<file path="src/rtl/scpu_fetch_unit_pkg.sv">
// ---------------------------------------------------------------------------
// scpu_fetch_unit_pkg
// Shared definitions for the instruction-fetch stage and the control decoder:
//   - fetch FSM state encoding (BOOT / FETCH / EXEC)
//   - 2-bit Branch select constants produced by the decoder
//   - default reset PC and misaligned-jump trap vector
//   - branch offset helper (sign-extended word offset, byte aligned)
// ---------------------------------------------------------------------------
package scpu_fetch_unit_pkg;

  typedef enum logic [1:0] {
    ST_BOOT  = 2'b00,
    ST_FETCH = 2'b01,
    ST_EXEC  = 2'b10
  } fetch_state_e;

  localparam logic [1:0] BR_SEQ    = 2'b00;
  localparam logic [1:0] BR_BRANCH = 2'b01;
  localparam logic [1:0] BR_JUMP   = 2'b10;
  localparam logic [1:0] BR_REG    = 2'b11;

  localparam logic [31:0] DEFAULT_RESET_PC   = 32'h0000_0000;
  localparam logic [31:0] DEFAULT_EXC_VECTOR = 32'h0000_0008;

  // Sign-extend a 16-bit word displacement and convert it to a byte offset.
  function automatic logic [31:0] branch_offset(input logic [15:0] imm);
    return {{14{imm[15]}}, imm, 2'b00};
  endfunction

endpackage

</file>
<file path="src/rtl/scpu_fetch_unit_next_pc.sv">
// ---------------------------------------------------------------------------
// scpu_next_pc
// Combinational next-PC selection for the fetch stage.
// Ports:
//   pc         in  32  address of the current instruction
//   inst       in  26  low 26 bits of the instruction register
//   Branch     in   2  next-PC select from the decoder
//   rs_data    in  32  register-jump target
//   next_pc    out 32  PC of the following instruction (before trapping)
//   pc_plus4   out 32  sequential successor / link value
//   misaligned out  1  register-jump target is not word aligned
// ---------------------------------------------------------------------------
module scpu_next_pc
  import scpu_fetch_unit_pkg::*;
(
  input  logic [31:0] pc,
  input  logic [25:0] inst,
  input  logic [1:0]  Branch,
  input  logic [31:0] rs_data,
  output logic [31:0] next_pc,
  output logic [31:0] pc_plus4,
  output logic        misaligned
);

  logic [31:0] seq_pc_s;

  // Sequential successor; 32-bit modulo so 0xFFFF_FFFC wraps to 0.
  assign seq_pc_s = pc + 32'd4;
  assign pc_plus4 = seq_pc_s;

  // Select the successor PC and flag misaligned register jumps.
  always_comb begin
    next_pc    = seq_pc_s;
    misaligned = 1'b0;
    case (Branch)
      BR_SEQ: begin
        next_pc = seq_pc_s;
      end
      BR_BRANCH: begin
        next_pc = seq_pc_s + branch_offset(inst[15:0]);
      end
      BR_JUMP: begin
        // Region bits come from pc+4, not pc, so a jump in the last slot of a
        // 256 MB region lands in the next region.
        next_pc = {seq_pc_s[31:28], inst[25:0], 2'b00};
      end
      BR_REG: begin
        next_pc = rs_data;
        if (rs_data[1:0] != 2'b00) begin
          misaligned = 1'b1;
        end else begin
          misaligned = 1'b0;
        end
      end
      default: begin
        next_pc    = seq_pc_s;
        misaligned = 1'b0;
      end
    endcase
  end

endmodule

</file>
<file path="src/rtl/scpu_fetch_unit.sv">
// ---------------------------------------------------------------------------
// scpu_fetch_unit
// Instruction fetch and PC sequencing stage ahead of the single-cycle control
// decoder. Fetches one word per instruction over a ready handshake, holds it
// in the instruction register while it executes, and advances the PC on
// commit according to the decoder's Branch select. Misaligned register-jump
// targets are redirected to EXC_VECTOR with a one-cycle exc pulse.
// Ports:
//   clk, rst                 clock, synchronous active-high reset
//   imem_addr/imem_req       fetch address (= pc) and request (FETCH state)
//   imem_data/imem_ready     instruction word and its handshake
//   inst/inst_valid          instruction register and its execute flag
//   commit                   instruction retires this cycle (EXEC & MIO_ready)
//   Branch/rs_data           next-PC select and register-jump target
//   MIO_ready                data memory ready; low stretches execution
//   pc/pc_plus4              current PC and link value
//   exc                      misaligned register jump trapped (1 cycle)
//   retired                  retired-instruction counter
// ---------------------------------------------------------------------------
module scpu_fetch_unit
  import scpu_fetch_unit_pkg::*;
#(
  parameter logic [31:0] RESET_PC   = DEFAULT_RESET_PC,
  parameter logic [31:0] EXC_VECTOR = DEFAULT_EXC_VECTOR
) (
  input  logic        clk,
  input  logic        rst,
  output logic [31:0] imem_addr,
  output logic        imem_req,
  input  logic [31:0] imem_data,
  input  logic        imem_ready,
  output logic [31:0] inst,
  output logic        inst_valid,
  output logic        commit,
  input  logic [1:0]  Branch,
  input  logic [31:0] rs_data,
  input  logic        MIO_ready,
  output logic [31:0] pc,
  output logic [31:0] pc_plus4,
  output logic        exc,
  output logic [31:0] retired
);

  fetch_state_e state_q, state_d;
  logic [31:0]  pc_q, pc_d;
  logic [31:0]  inst_q, inst_d;
  logic [31:0]  retired_q, retired_d;
  logic         exc_q, exc_d;

  logic [31:0]  next_pc_s;
  logic [31:0]  pc_plus4_s;
  logic         misaligned_s;
  logic         commit_s;

  scpu_next_pc u_next_pc (
    .pc         (pc_q),
    .inst       (inst_q[25:0]),
    .Branch     (Branch),
    .rs_data    (rs_data),
    .next_pc    (next_pc_s),
    .pc_plus4   (pc_plus4_s),
    .misaligned (misaligned_s)
  );

  assign commit_s = (state_q == ST_EXEC) & MIO_ready;

  // Next-state, PC, instruction register, counter and trap-flag update.
  always_comb begin
    state_d   = state_q;
    pc_d      = pc_q;
    inst_d    = inst_q;
    retired_d = retired_q;
    exc_d     = 1'b0;
    case (state_q)
      ST_BOOT: begin
        state_d = ST_FETCH;
      end
      ST_FETCH: begin
        if (imem_ready) begin
          inst_d  = imem_data;
          state_d = ST_EXEC;
        end else begin
          state_d = ST_FETCH;
        end
      end
      ST_EXEC: begin
        if (commit_s) begin
          state_d   = ST_FETCH;
          retired_d = retired_q + 32'd1;
          if (misaligned_s) begin
            pc_d  = EXC_VECTOR;
            exc_d = 1'b1;
          end else begin
            pc_d  = next_pc_s;
            exc_d = 1'b0;
          end
        end else begin
          state_d = ST_EXEC;
        end
      end
      default: begin
        state_d = ST_BOOT;
      end
    endcase
  end

  // State register with synchronous reset; reset discards any in-flight work.
  always_ff @(posedge clk) begin
    if (rst) begin
      state_q   <= ST_BOOT;
      pc_q      <= RESET_PC;
      inst_q    <= 32'h0000_0000;
      retired_q <= 32'h0000_0000;
      exc_q     <= 1'b0;
    end else begin
      state_q   <= state_d;
      pc_q      <= pc_d;
      inst_q    <= inst_d;
      retired_q <= retired_d;
      exc_q     <= exc_d;
    end
  end

  assign imem_addr  = pc_q;
  assign imem_req   = (state_q == ST_FETCH);
  assign inst       = inst_q;
  assign inst_valid = (state_q == ST_EXEC);
  assign commit     = commit_s;
  assign pc         = pc_q;
  assign pc_plus4   = pc_plus4_s;
  assign exc        = exc_q;
  assign retired    = retired_q;

endmodule

</file>
<file path="config.mk">
export PLATFORM = sky130hd
export DESIGN_NAME = scpu_fetch_unit
export DESIGN_NICKNAME = d
export VERILOG_FILES = /design/src/rtl/scpu_fetch_unit_pkg.sv /design/src/rtl/scpu_fetch_unit_next_pc.sv /design/src/rtl/scpu_fetch_unit.sv
export SDC_FILE = /design/constraint.sdc
export NUM_CORES = 1
export LEC_CHECK = 0
export BUFFER_PORTS_ARGS = -buffer_cell sky130_fd_sc_hd__buf_4
export CAP_MARGIN = 5
export CORE_MARGIN = 2
export CORE_UTILIZATION = 51
export CTS_CLUSTER_DIAMETER = 100
export DETAILED_ROUTE_END_ITERATION = 10
export GPL_ROUTABILITY_DRIVEN = 0
export PLACE_DENSITY = 0.82
export SLEW_MARGIN = 15
export SYNTH_ARGS = -nofsm -noshare
export SYNTH_HDL_FRONTEND = slang
export SYNTH_SLANG_ARGS = --single-unit
export TNS_END_PERCENT = 30
</file>
<file path="constraint.sdc">
create_clock -name clk -period 4.1 [get_ports clk]
set_input_delay 0.205 -clock clk [delete_from_list [all_inputs] [get_ports clk]]
set_output_delay 0.205 -clock clk [all_outputs]
set_load 0.005 [all_outputs]
</file>
## After elaboration in Yosys (flattened, before gate mapping)

Cells that the tools add are included.

- Register bits: 99
- Bits of input ports: 70
- Output and inout port bits: 164
- Word-level logic and storage cells: 30

- Add/sub/neg operators: 3
- Equality and inequality tests: 5
- Multiplexer cells: 8
- Bitwise logic cells: 3
- Reductions and logical operators: 6

Operators by type and width:

| cell | number |
|---|---|
| 32-bit one-hot mux with 4 select lines | 1 |
| 32-bit by 1-bit adder with 32-bit output, second input constant | 1 |
| 32-bit by 3-bit adder with 32-bit output, second input constant | 1 |
| 32-bit adder | 1 |
| 32-bit two-way mux | 1 |
| 2-bit equality test, second input constant | 3 |
| 2-bit one-hot mux with 3 select lines | 1 |
| 2-bit by 1-bit equality test with 1-bit output, second input constant | 2 |
| 2-bit zero test | 2 |
| 2-bit two-way mux | 2 |
| 2-bit AND reduction | 2 |
| 1-bit two-way mux | 3 |
| 3-bit OR reduction | 1 |
| 1-bit NOT | 2 |
| 2-bit nonzero test | 1 |
| 1-bit bitwise AND | 1 |

## Depth between registers and ports, before layout

Gate-level depths: netlist of run 1.

- Depth after elaboration: 4
- Depth in mapped cells: 18
- Depth with buffers taken out: 17

## By module

From an unflattened synthesis of run 1, not the netlist that was laid out.

- Cells, all modules: 869
- Area, all modules: 7084.3 µm²

Modules (own cells, without submodules):

| module | times used | cells an instance | area each (µm²) | sequential area each (µm²) |
|---|---|---|---|---|
| scpu_fetch_unit | 1 | 512 | 4247.8 | 1981.9 |
| scpu_next_pc | 1 | 357 | 2836.5 | 0.0 |

## Least setup slack after synthesis of run 1

Ideal clock, no wire load.

- Kind: reg-to-reg
- Start: reg pc_q[2] (netlist: imem_addr[2])
- End: reg pc_q[27] (netlist: imem_addr[27])
- Setup time: 117 ps
- Arrival time: 3593 ps
- Data required time: 3983 ps
- Path slack: 390 ps
- Cell stages (with the launch flop): 17
- Path buffers: 1
- Clock period less this slack: 3710 ps
- Cells stage by stage: dfxtp_1 -> ha_1 -> nand3_1 -> nor3_2 -> nand2_1 -> nor2_1 -> xor2_1 -> ha_1 -> clkbuf_1 -> a21oi_1 -> o21ai_1 -> o31ai_1 -> a31oi_1 -> a21oi_1 -> xnor2_1 -> mux4_2 -> a22o_1

- Word-level cells in the longest chain between the ends: 4

Ends and longest elaborated chain:

| item | line | RTL |
|---|---|---|
| start: declaration | scpu_fetch_unit.sv:45 | `logic [31:0] pc_q, pc_d;` |
| start signal: assignment | scpu_fetch_unit.sv:117 | `pc_q <= pc_d;` |
| 32-bit by 3-bit adder with 32-bit output | scpu_fetch_unit_next_pc.sv:28 | `assign seq_pc_s = pc + 32'd4;` |
| via pc_plus4[22] | scpu_fetch_unit.sv:39 | `output logic [31:0] pc_plus4,` |
| 32-bit adder | scpu_fetch_unit_next_pc.sv:40 | `next_pc = seq_pc_s + branch_offset(inst[15:0]);` |
| 32-bit one-hot mux with 4 select lines | scpu_fetch_unit_next_pc.sv:35 | `case (Branch)` |
| 32-bit two-way mux | scpu_fetch_unit.sv:90 | `if (misaligned_s) begin` |

The timed path passes the listed nets, and every way through them passes these cells.
A chain may end at the register's enable or synchronous reset.

## Worst setup path after layout of run 1

- Start: reg pc_q[3] (netlist: imem_addr[3])
- End: reg pc_q[25] (netlist: imem_addr[25])

- Word-level cells in the longest chain between the ends: 4

Ends and longest elaborated chain:

| item | line |
|---|---|
| 32-bit by 3-bit adder with 32-bit output (*) | scpu_fetch_unit_next_pc.sv:28 |
| 32-bit adder | scpu_fetch_unit_next_pc.sv:40 |
| 32-bit one-hot mux with 4 select lines (*) | scpu_fetch_unit_next_pc.sv:35 |
| 32-bit two-way mux (*) | scpu_fetch_unit.sv:90 |

Every way passes the cells marked *; elsewhere a longest branch is shown, timed or not.

==> impl_metrics.json, run 1 <==
{
  "ys_ff_latch": 99,
  "cts_tree": "built",
  "r2r-end": "imem_addr[25]$_SDFFE_PP0P_",
  "worstPathMaxFanout": 7,
  "r2r_start": "imem_addr[3]$_SDFFE_PP0P_",
  "slew_headroom_pct": 20.25,
  "die_x_um": 117.8,
  "syn_inst": 814,
  "antenna_found_initial": 0,
  "reg2regPathDepth": 15,
  "worst_pin_slew_ps": 1192,
  "max_stage_delay_ps": 440,
  "clkSinkCount": 99,
  "holdPathEnd": "imem_addr[28]$_SDFFE_PP0P_",
  "swShare_pct": 26.69,
  "p_int_mw": 1.539,
  "syn-num-nets": 920,
  "grt_max_degree": 79,
  "grt_pass1_wl_um": 32480,
  "synth_flop_cell": "dfxtp_1",
  "clkSlewWorstSetupHoldPaths_ps": 70,
  "post-route-min-period_ps": 3908,
  "dp_hpwl_um": 15160,
  "skew_ps": 8.810,
  "syn_avg_cell_area_sq_um": 8.121,
  "max_cap_viol_count": 0,
  "design.core.area_sq_um": 12620,
  "worstSetupPathType": "flip-flop to flip-flop",
  "pwr-share-seq_pct": 47.9,
  "clkLatencyLatePin_ps": 360,
  "dpl_cell_area_sq_um": 8297,
  "p_clk_share_pct": 38.2,
  "cp.required_ps": 4350,
  "start_util_pct": 52.38,
  "grt_pass1_vias": 6410,
  "path_delay_family": "compound AO/OA/AOI/OAI gates",
  "worstSetupEndpointType": "flip-flop",
  "hold_depth": 3,
  "cts_made_buffers": 9,
  "grt_setup_unrepaired": "true",
  "dieHeight_um": 117.8,
  "vias": 6749,
  "critical_path_buf_inv_count": 1,
  "hold_buffers": 0,
  "cts_root_buf": "clkbuf_16",
  "synth_edf_count": 0,
  "post-route-period-util_pct": 95.31,
  "syn_area_sq_um": 6610,
  "start_kind": "flip-flop",
  "slowest_stage": "mux4_2",
  "track_usage_pct": 28.61,
  "status": "completed",
  "initialDrtViolationCount": 416,
  "ys_seq_area_share_pct": 29.98,
  "p_sw_mw": 0.5601,
  "cp_cell_sequence": "ha_1, nand3_2, nor3_2, buf_4, xor2_1, ha_1, a21oi_1, o21ai_0, a32oi_2, o21ai_2, a311o_2, a21oi_2, xnor2_1, mux4_2, a22o_1",
  "synthToLayoutAreaGrowth_pct": 30.48,
  "viasPerCell": 5.715,
  "p_comb_share_pct": 13.9,
  "power_density_nw_per_um2": 243.3,
  "ys_types": 69,
  "cts_buffer_depth": 2,
  "rows": 41,
  "diodes": 0,
  "max-vdd-ir-drop_uv": 201.2,
  "design_area_sq_um": 8625,
  "grt_remaining_overflow": 0,
  "crit_path_frequent_cell": "ha_1",
  "final_antenna_net_count": 0,
  "r2r_slack_ps": 190,
  "route.detailed.drc": 0,
  "port_buffers": 233,
  "p_leak_nw": 3.879,
  "max_freq_ghz": 0.2559,
  "min_from": "rs_data[28]",
  "h-tree-depth": 3,
  "slew_violations": 0,
  "hold_viol": 0,
  "async_reset_ff_share_pct": 0,
  "die_area_sq_um": 13890,
  "yosysWarnings": 0,
  "worst_hold_slack_ps": 69.96,
  "wl_um": 20330,
  "final_nets": 1110,
  "drt_first_pass_iters": 5,
  "holdCritPathClass": "primary input to flip-flop",
  "setup_viol": 0,
  "arrival_ps": 4160,
  "routedWlPerCell_um": 17.21,
  "final_layout_size_suffix_gt1_share_pct": 30.53,
  "io-pin-count": 234
}
-- routing by layer --
layer | track usage, % | routed length [um] | vias up
met2 | 45.97 | 9557 | 305
met4 | 12.50 | 622 | 0
li1 | - | - | 3215
met1 | 36.65 | 8409 | 3181
met5 | 0 | 0 | -
met3 | 6.783 | 1739 | 48
-- how the worst max path moves through the flow --
| stage | startpoint | end | slack (ps) | cells after the start |
|---|---|---|---|---|
| 2_1_floorplan | imem_addr[2]$_SDFFE_PP0P_ | imem_addr[27]$_SDFFE_PP0P_ | 390 | 16 |
| 6_report | imem_addr[3]$_SDFFE_PP0P_ | imem_addr[25]$_SDFFE_PP0P_ | 190 | 15 |
| 5_1_grt | imem_addr[3]$_SDFFE_PP0P_ | imem_addr[31]$_SDFFE_PP0P_ | -30 | 17 |
| 3_5_place_dp | imem_addr[3]$_SDFFE_PP0P_ | imem_addr[31]$_SDFFE_PP0P_ | 30 | 16 |
| 4_1_cts | imem_addr[3]$_SDFFE_PP0P_ | imem_addr[31]$_SDFFE_PP0P_ | 8 | 16 |
| 3_3_place_gp | imem_addr[3]$_SDFFE_PP0P_ | imem_addr[31]$_SDFFE_PP0P_ | 210 | 16 |
-- cell type report --
| cell class | count | area, sq um |
|---|---|---|
| multi-input combinational | 629 | 4233 |
| fill | 1092 | 3995 |
| sequential | 99 | 1986 |
| timing repair buffer | 247 | 1854 |
| clock buffer | 10 | 229.0 |
| tap | 172 | 215.2 |
| inverter | 18 | 67.56 |
| clock inverter | 6 | 40.04 |
-- logic make-up after synthesis --
| logic type | share of synthesized area, % |
|---|---|
| AOI/OAI and AO/OA | 18.59 |
| xor gates and xnor gates | 9.938 |
| adders and majority gates | 6.928 |
| buffers and inverters | 6.814 |
| DFF | 29.98 |
| muxes | 7.212 |
| and+or+nand+nor | 20.54 |
-- cells in the mapped netlist, types with 4 or more instances --
library cell  count  area (sq um)
o21ai_0          38         190.2
xor2_1           33         289.0
a22oi_1           7         52.55
dfxtp_1          99          1982
nand4_1          12         75.07
or2_2             4         25.02
and2_1            7         43.79
nand3_1          23         115.1
nor2_1           61         229.0
o21bai_1          4         30.03
and3_1           13         81.33
buf_1             5         18.77
buf_4            34         255.2
xnor2_1          42         367.9
ha_1             35         437.9
mux2i_1           6         60.06
inv_1            18         67.56
mux4_2           18         405.4
a22o_1           14         122.6
or3_1            11         68.82
o21ai_1           5         25.02
nand2_1         128         480.5
nor3_1           12         60.06
a21oi_1          88         440.4
clkbuf_1         29         108.9
nor2b_1           7         43.79
nand2b_1          6         37.54
a21o_1            6         45.04
-- cells in the final DEF (no fill, tap or decap), drive strengths merged, types with 6 or more instances in the layout --
cell type,n
and2,7
xnor2,42
nand4,12
xor2,33
mux2i,6
and3,13
a22o,14
o21ai,44
nand3,23
ha,35
nor2,61
nor2b,7
dfxtp,99
mux4,18
inv,19
a22oi,7
buf,247
a21o,6
nor3,14
or3,11
nand2,128
a21oi,90
nand2b,6
clkbuf,10
-- worst register-to-register path, stage by stage (launching register included) --
cell	delay, ps
dfxtp_2	380
ha_1	220
nand3_2	150
nor3_2	190
buf_4	170
xor2_1	260
ha_1	350
a21oi_1	190
o21ai_0	170
a32oi_2	320
o21ai_2	110
a311o_2	430
a21oi_2	140
xnor2_1	70
mux4_2	440
a22o_1	200
-- sequential cells by signal, summed over array words and instances, names as in the netlist --
name and cells:
imem_addr 32, inst 32, exc 1, state_q 2, retired 32
-- stage by stage --
stage | utilization (%) | setup WS (ps) | power (mW) | std cells | setup TNS (ps)
after floorplan | - | 390.4 | 1.180 | 814 | 0
after global placement | 65.74 | 212.7 | 1.311 | 1164 | 0
after detailed placement | 65.74 | 34.04 | 1.317 | 1164 | 0
after CTS | 67.88 | 7.569 | 2.106 | 1180 | 0
after global routing | 68.34 | -32.68 | 2.180 | 1181 | -48.57
final | 68.34 | 192.4 | 2.099 | 1181 | 0
-- power by group through the flow --
stage | sequential [mW] | clock, mW | combinational (mW)
after floorplan | 1.02 | 0 | 0.157
after global placement | 1.03 | 0 | 0.285
after detailed placement | 1.03 | 0 | 0.291
after CTS | 1.00 | 0.811 | 0.292
after global routing | 1.01 | 0.855 | 0.319
final | 1.00 | 0.801 | 0.293
-- repair_timing --
| action | in CTS | in global routing |
|---|---|---|
| hold endpoints to repair | 0 | 0 |
| gates resized for setup | 0 | 12 |
| setup endpoints to repair | 0 | 6 |
| buffers inserted | 0 | 1 |
Note: power is estimated with default switching activity, not from simulation.
==> run 2: changes to the inputs <==
- CORE_ASPECT_RATIO: unset -> 0.5
- GPL_TIMING_DRIVEN: unset -> 0
- SETUP_SLACK_MARGIN: unset -> 0.5
==> run 2 against run 1 <==
- fmax increased by 4.4%
- global-route usage rose by 5.5 points
- clock power increased by 14%
- critical path depth shrank 2
- first-iteration DRC count increased by 120%
- highest routed layer unchanged
==> impl_metrics.json, run 2 (synthesized netlist as in run 1, its figures left out) <==
{
  "status": "completed",
  "rows": 29,
  "crit_end": "imem_addr[20]$_SDFFE_PP0P_",
  "worstPathMaxFanout": 7,
  "power_mw": 2.263,
  "antenna_found_initial": 0,
  "initialDrtViolationCount": 930,
  "slew_headroom_pct": 18.28,
  "design_area_sq_um": 9901,
  "grt_remaining_overflow": 0,
  "viasPerCell": 6.170,
  "p_leak_nw": 4.466,
  "io-pin-count": 234,
  "port_buffers": 232,
  "worst_hold_slack_ps": 85.15,
  "dpl_cell_area_sq_um": 8574,
  "worst_pin_slew_ps": 1224,
  "grt_setup_unrepaired": "true",
  "hold_viol": 0,
  "cts_root_buf": "clkbuf_16",
  "final_cell_mix": "buf_4 (302), nand2_1 (122), dfxtp_1 (83)",
  "layout_commonest_cell": "buf_4",
  "max-vdd-ir-drop_uv": 215.7,
  "die_area_sq_um": 13940,
  "dp_hpwl_um": 16490,
  "reg2regPathDepth": 13,
  "cts_made_buffers": 9,
  "h-tree-depth": 3,
  "max_cap_viol_count": 0,
  "max_freq_ghz": 0.2672,
  "route.detailed.drc": 0,
  "design.core.area_sq_um": 12660,
  "start_kind": "flip-flop",
  "cts_buffer_depth": 2,
  "r2r-end": "imem_addr[20]$_SDFFE_PP0P_",
  "clkSlewWorstSetupHoldPaths_ps": 90,
  "fin_tns_setup_ps": 0,
  "die_x_um": 165,
  "grt_max_degree": 22,
  "cp.required_ps": 4350,
  "clkSinkCount": 99,
  "post-route-period-util_pct": 91.28,
  "grt_pass1_wl_um": 37530,
  "track_usage_pct": 34.13,
  "r2r_start": "imem_addr[12]$_SDFFE_PP0P_",
  "holdCritPathClass": "primary input to flip-flop",
  "diodes": 0,
  "cts_tree": "built",
  "worstSetupEndpointType": "flip-flop",
  "drt_first_pass_iters": 9,
  "routedWlPerCell_um": 20.73,
  "grt_pass1_vias": 7378,
  "slew_violations": 0,
  "clkLatencyLatePin_ps": 360,
  "skew_ps": 11.18,
  "vias": 7855,
  "final_layout_size_suffix_gt1_share_pct": 40.71,
  "worstSetupPathType": "flip-flop to flip-flop",
  "final_antenna_net_count": 0,
  "post-route-min-period_ps": 3743,
  "power_density_nw_per_um2": 228.6,
  "setup_viol": 0,
  "start_util_pct": 52.20,
  "startpoint": "imem_addr[12]$_SDFFE_PP0P_",
  "dieHeight_um": 84.50,
  "r2r_slack_ps": 360,
  "final_nets": 1204,
  "arrival_ps": 3990,
  "synthToLayoutAreaGrowth_pct": 49.78,
  "wl_um": 26390
}
## run 2: changes by cell type in the layout (fill, tap and decap cells not counted), moves of 6 or more
cell | previous run | this run
clkbuf_1 | 1 | 24
nand3_1 | 21 | 15
ha_4 | 0 | 9
buf_4 | 247 | 302
xnor2_1 | 41 | 28
a21oi_1 | 87 | 80
dfxtp_1 | 96 | 83
nand2_1 | 128 | 122
nor2_1 | 60 | 53
buf_6 | 0 | 6
xnor2_2 | 1 | 12
ha_1 | 35 | 24
dfxtp_4 | 0 | 11
## run 2: final cells by class
| cell class | instances | area, sq um |
|---|---|---|
| clock buffer | 9 | 225.2 |
| buffer | 68 | 409.1 |
| multi-input combinational | 629 | 4782 |
| timing repair buffer | 273 | 2081 |
| sequential | 99 | 2029 |
| fill | 794 | 2763 |
| tap | 170 | 212.7 |
| inverter | 18 | 67.56 |
| clock inverter | 7 | 93.84 |
## run 2: how the worst min path moves through the flow
| stage | startpoint | to | slack [ps] | cells past startpoint |
|---|---|---|---|---|
| CTS | rs_data[28] | imem_addr[28]$_SDFFE_PP0P_ | 80 | 3 |
| global placement | rs_data[28] | imem_addr[28]$_SDFFE_PP0P_ | 430 | 3 |
| global route | rs_data[28] | imem_addr[28]$_SDFFE_PP0P_ | 80 | 3 |
| floorplan | rs_data[28] | imem_addr[28]$_SDFFE_PP0P_ | 330 | 2 |
| finish | imem_data[16] | inst[16]$_SDFFE_PP0P_ | 90 | 3 |
| detailed placement | rs_data[28] | imem_addr[28]$_SDFFE_PP0P_ | 440 | 3 |
## run 2: where the power goes
group | total [mW] | switching, mW | internal (mW)
Combinational | 0.343 | 0.176 | 0.167
Clock | 0.915 | 0.473 | 0.442
Sequential | 1.01 | 0.0309 | 0.974
## run 2: stage by stage
stage                     utilization [%]  cells  setup slack, ps
final                               78.18   1273            357.5
after global placement              67.71   1216           -225.0
after global routing                78.18   1273            259.2
after floorplan                         -    814            511.7
after CTS                           75.08   1255            500.4
after detailed placement            67.71   1216           -391.8
## run 2: layer usage
metal | part of all wire [%] | global-route usage (%) | wire length (um) | up-vias
met1 | 36 | 41.31 | 9485 | 3661
li1 | - | - | - | 3424
met2 | 48 | 57.65 | 12640 | 586
met5 | 0 | 0 | 0 | -
met4 | 6.3 | 18.02 | 1674 | 0
met3 | 9.8 | 6.818 | 2589 | 184
## run 2: repair_timing
| item | CTS | global route |
|---|---|---|
| hold buffers | 0 | 0 |
| setup buffers | 23 | 18 |
| setup endpoints to repair | 20 | 13 |
| gates resized for setup | 90 | 60 |
| pin swaps | 20 | 28 |
## run 2: worst max-delay path, stage by stage, from the launching register on
cell,delay [ps]
dfxtp_4,440
and3_1,260
and3_4,290
nand2_2,130
xnor2_2,250
ha_1,340
a21o_1,240
a21o_1,180
a21oi_1,250
o21ai_1,160
o21ba_1,340
xnor2_1,90
mux4_2,450
a22o_1,210
==> run 3: changes to the inputs <==
- ABC_AREA: unset -> 1
- CORE_UTILIZATION: 51 -> 45
- PLACE_DENSITY: 0.82 -> 0.71
==> run 3 against run 2 <==
- clock-buffer cell count is 1 higher
- critical path depth is 8 higher
- fmax is 8.5% higher
- flip-flop and latch count stayed put
- global-route usage is 3.0 points lower
- clock power is 0.8% lower
- final cell count is 43% higher
- sequential power hardly changed
- first-iteration DRC count is 10% lower
- via count is 22% higher
- critical path type unchanged
- highest routed layer unchanged
==> impl_metrics.json, run 3 <==
{
  "status": "completed",
  "cts_tree": "built",
  "antenna_found_initial": 0,
  "io-pin-count": 234,
  "drt_first_pass_iters": 6,
  "final_layout_size_suffix_gt1_share_pct": 22.83,
  "design.core.area_sq_um": 17310,
  "power_density_nw_per_um2": 223.0,
  "wl_um": 29850,
  "r2r-end": "imem_addr[27]$_SDFFE_PP0P_",
  "grt_pass1_wl_um": 45520,
  "synth_flop_cell": "dfxtp_1",
  "synthTopCellsByCount": "nand2_1 (396), nor2_1 (175), inv_1 (167)",
  "dpl_cell_area_sq_um": 9968,
  "final_cell_mix": "nand2_1 (393), buf_4 (269), nor2_1 (172)",
  "start_util_pct": 45.82,
  "synth_edf_count": 0,
  "worst_pin_slew_ps": 1032,
  "hold_viol": 0,
  "slew_headroom_pct": 31.11,
  "initialDrtViolationCount": 833,
  "syn_avg_cell_area_sq_um": 5.956,
  "final_nets": 1683,
  "cts_made_buffers": 9,
  "arrival_ps": 3650,
  "critical_path_buf_inv_count": 3,
  "grt_max_degree": 21,
  "p_sw_mw": 0.6731,
  "pwr-share-seq_pct": 44.5,
  "p_comb_share_pct": 16.4,
  "design_area_sq_um": 10420,
  "cp_cell_sequence": "ha_2, nand2_1, inv_1, nand2_1, nor2_1, or2_2, nand2_1, inv_1, ha_1, nand2_1, inv_1, nand2_1, nand2_1, a21oi_1, nor2_1, nor2_1, nand3b_1, nand3_1, nand2_1, nand2_1, a21oi_1",
  "path_delay_family": "simple AND/OR/NAND/NOR gates",
  "ys_ff_latch": 99,
  "r2r_slack_ps": 650,
  "die_area_sq_um": 18770,
  "synthToLayoutAreaGrowth_pct": 31.37,
  "netlist_top_cells_area": "dfxtp_1 (25%), nand2_1 (19%), nor2_1 (8.3%)",
  "max-vdd-ir-drop_uv": 190.5,
  "clkSinkCount": 99,
  "clkSlewWorstSetupHoldPaths_ps": 70,
  "grt_setup_unrepaired": "true",
  "synth_most_common_cell": "nand2_1",
  "dieHeight_um": 97.89,
  "synth.largest_area_cell": "dfxtp_1",
  "nFillCells": 1687,
  "ys_seq_area_share_pct": 24.98,
  "yosysWarnings": 0,
  "fin_tns_setup_ps": 0,
  "routedWlPerCell_um": 16.45,
  "worstPathMaxFanout": 6,
  "min_from": "imem_data[19]",
  "ys_types": 47,
  "post-route-period-util_pct": 84.14,
  "syn-num-nets": 1438,
  "slew_violations": 0,
  "worstSetupPathType": "flip-flop to flip-flop",
  "track_usage_pct": 31.13,
  "route.detailed.drc": 0,
  "post-route-min-period_ps": 3450,
  "cts_buffer_depth": 2,
  "dp_hpwl_um": 24140,
  "syn_inst": 1332,
  "p_leak_nw": 5.401,
  "swShare_pct": 28.96,
  "syn_area_sq_um": 7934,
  "layout_commonest_cell": "nand2_1",
  "clkLatencyLatePin_ps": 360,
  "p_clk_share_pct": 39.1,
  "grt_remaining_overflow": 0,
  "holdPathEnd": "inst[19]$_SDFFE_PP0P_",
  "hold_buffers": 0,
  "h-tree-depth": 3,
  "synth_top_area_share_pct": 24.98,
  "final_antenna_net_count": 0,
  "rows": 34,
  "reg2regPathDepth": 21,
  "max_freq_ghz": 0.2899,
  "diodes": 0,
  "cts_root_buf": "clkbuf_16",
  "vias": 9594,
  "port_buffers": 232,
  "skew_ps": 11.89,
  "start_kind": "flip-flop",
  "grt_pass1_vias": 8573,
  "holdCritPathClass": "primary input to flip-flop",
  "worstSetupEndpointType": "flip-flop",
  "r2r_start": "imem_addr[3]$_SDFFE_PP0P_",
  "max_cap_viol_count": 0,
  "p_int_mw": 1.651,
  "viasPerCell": 5.286,
  "die_x_um": 191.8,
  "hold_depth": 3,
  "crit_path_frequent_cell": "nand2_1",
  "max_stage_delay_ps": 400,
  "setup_viol": 0,
  "slowest_stage": "dfxtp_2",
  "async_reset_ff_share_pct": 0,
  "cp.required_ps": 4300
}
[run 3: changes by cell type after synthesis, sizes merged, moves of 37 or more]
cell and delta:
inv +156, nand2 +280, nand3 +49, nor2 +127, o21ai +42, xnor2 -37
[run 3: worst min-delay path, delay by kind of cell]
family                 cells  cell delay, ps
buffers and inverters      1              80
and+or+nand+nor            2             110
[run 3: cell families (layout without fill, tap and decap cells)]
| family | Yosys count | count (layout) | share of synthesized area [%] |
|---|---|---|---|
| and+or+nand+nor | 728 | 728 | 39.38 |
| buffers and inverters | 244 | 493 | 13.25 |
| AOI/OAI and AO/OA | 200 | 200 | 13.77 |
| DFF | 99 | 99 | 24.98 |
| adders and majority gates | 36 | 36 | 5.772 |
| xor gates and xnor gates | 25 | 25 | 2.854 |
[run 3: power groups by stage]
stage,Combinational [mW],Sequential (mW),Clock (mW)
global placement,0.364,1.05,0
floorplan,0.184,1.04,0
finish,0.381,1.03,0.908
detailed placement,0.369,1.05,0
global route,0.415,1.04,0.950
CTS,0.371,1.03,0.918
[run 3: metrics by stage]
| step | total power [mW] | hold slack, ps | setup slack (ps) | cells | utilization [%] |
|---|---|---|---|---|---|
| 2_1_floorplan | 1.223 | 339.9 | 1242 | 1332 | - |
| 3_3_place_gp | 1.416 | 426.9 | 338.6 | 1798 | 57.57 |
| 3_5_place_dp | 1.423 | 431.5 | 330.0 | 1798 | 57.57 |
| 4_1_cts | 2.321 | 59.62 | 430.8 | 1813 | 59.41 |
| 5_1_grt | 2.402 | 65.12 | 449.0 | 1815 | 60.20 |
| 6_report | 2.324 | 62.80 | 650.2 | 1815 | 60.20 |
[run 3: final cells by class]
| cell class | count | area [sq um] | area share, % |
|---|---|---|---|
| timing repair buffer | 234 | 1757 | 16.85 |
| clock inverter | 5 | 67.56 | 0.6483 |
| clock buffer | 10 | 239.0 | 2.293 |
| buffer | 69 | 394.1 | 3.782 |
| sequential | 99 | 1984 | 19.04 |
| inverter | 175 | 656.9 | 6.303 |
| tap | 234 | 292.8 | 2.809 |
| multi-input combinational | 989 | 5031 | 48.27 |
[run 3: worst max-delay path by stage]
stage / slack [ps] / end / start / depth (start not counted)
2_1_floorplan: 1240 / imem_addr[17]$_SDFFE_PP0P_ / imem_addr[3]$_SDFFE_PP0P_ / 19
4_1_cts: 430 / imem_addr[22]$_SDFFE_PP0P_ / imem_addr[2]$_SDFFE_PP0P_ / 19
6_report: 650 / imem_addr[27]$_SDFFE_PP0P_ / imem_addr[3]$_SDFFE_PP0P_ / 21
3_3_place_gp: 340 / imem_addr[22]$_SDFFE_PP0P_ / imem_addr[3]$_SDFFE_PP0P_ / 19
3_5_place_dp: 330 / imem_addr[22]$_SDFFE_PP0P_ / imem_addr[3]$_SDFFE_PP0P_ / 19
5_1_grt: 450 / imem_addr[31]$_SDFFE_PP0P_ / imem_addr[13]$_SDFFE_PP0P_ / 21
[run 3: metal layers]
layer  vias to the layer above  routed length, um  global-route usage, %
met4                         0                769                  8.817
li1                       4701                  -                      -
met3                        54               3292                  9.166
met5                         -                  0                      0
met1                      4403              12730                  41.54
met2                       436              13060                  48.88
[run 3: repair_timing]
action | 4_1_cts | 5_1_grt
endpoints found under the setup margin | 13 | 19
buffers inserted | 0 | 2
pin swaps | 0 | 2
gates resized for setup | 5 | 28
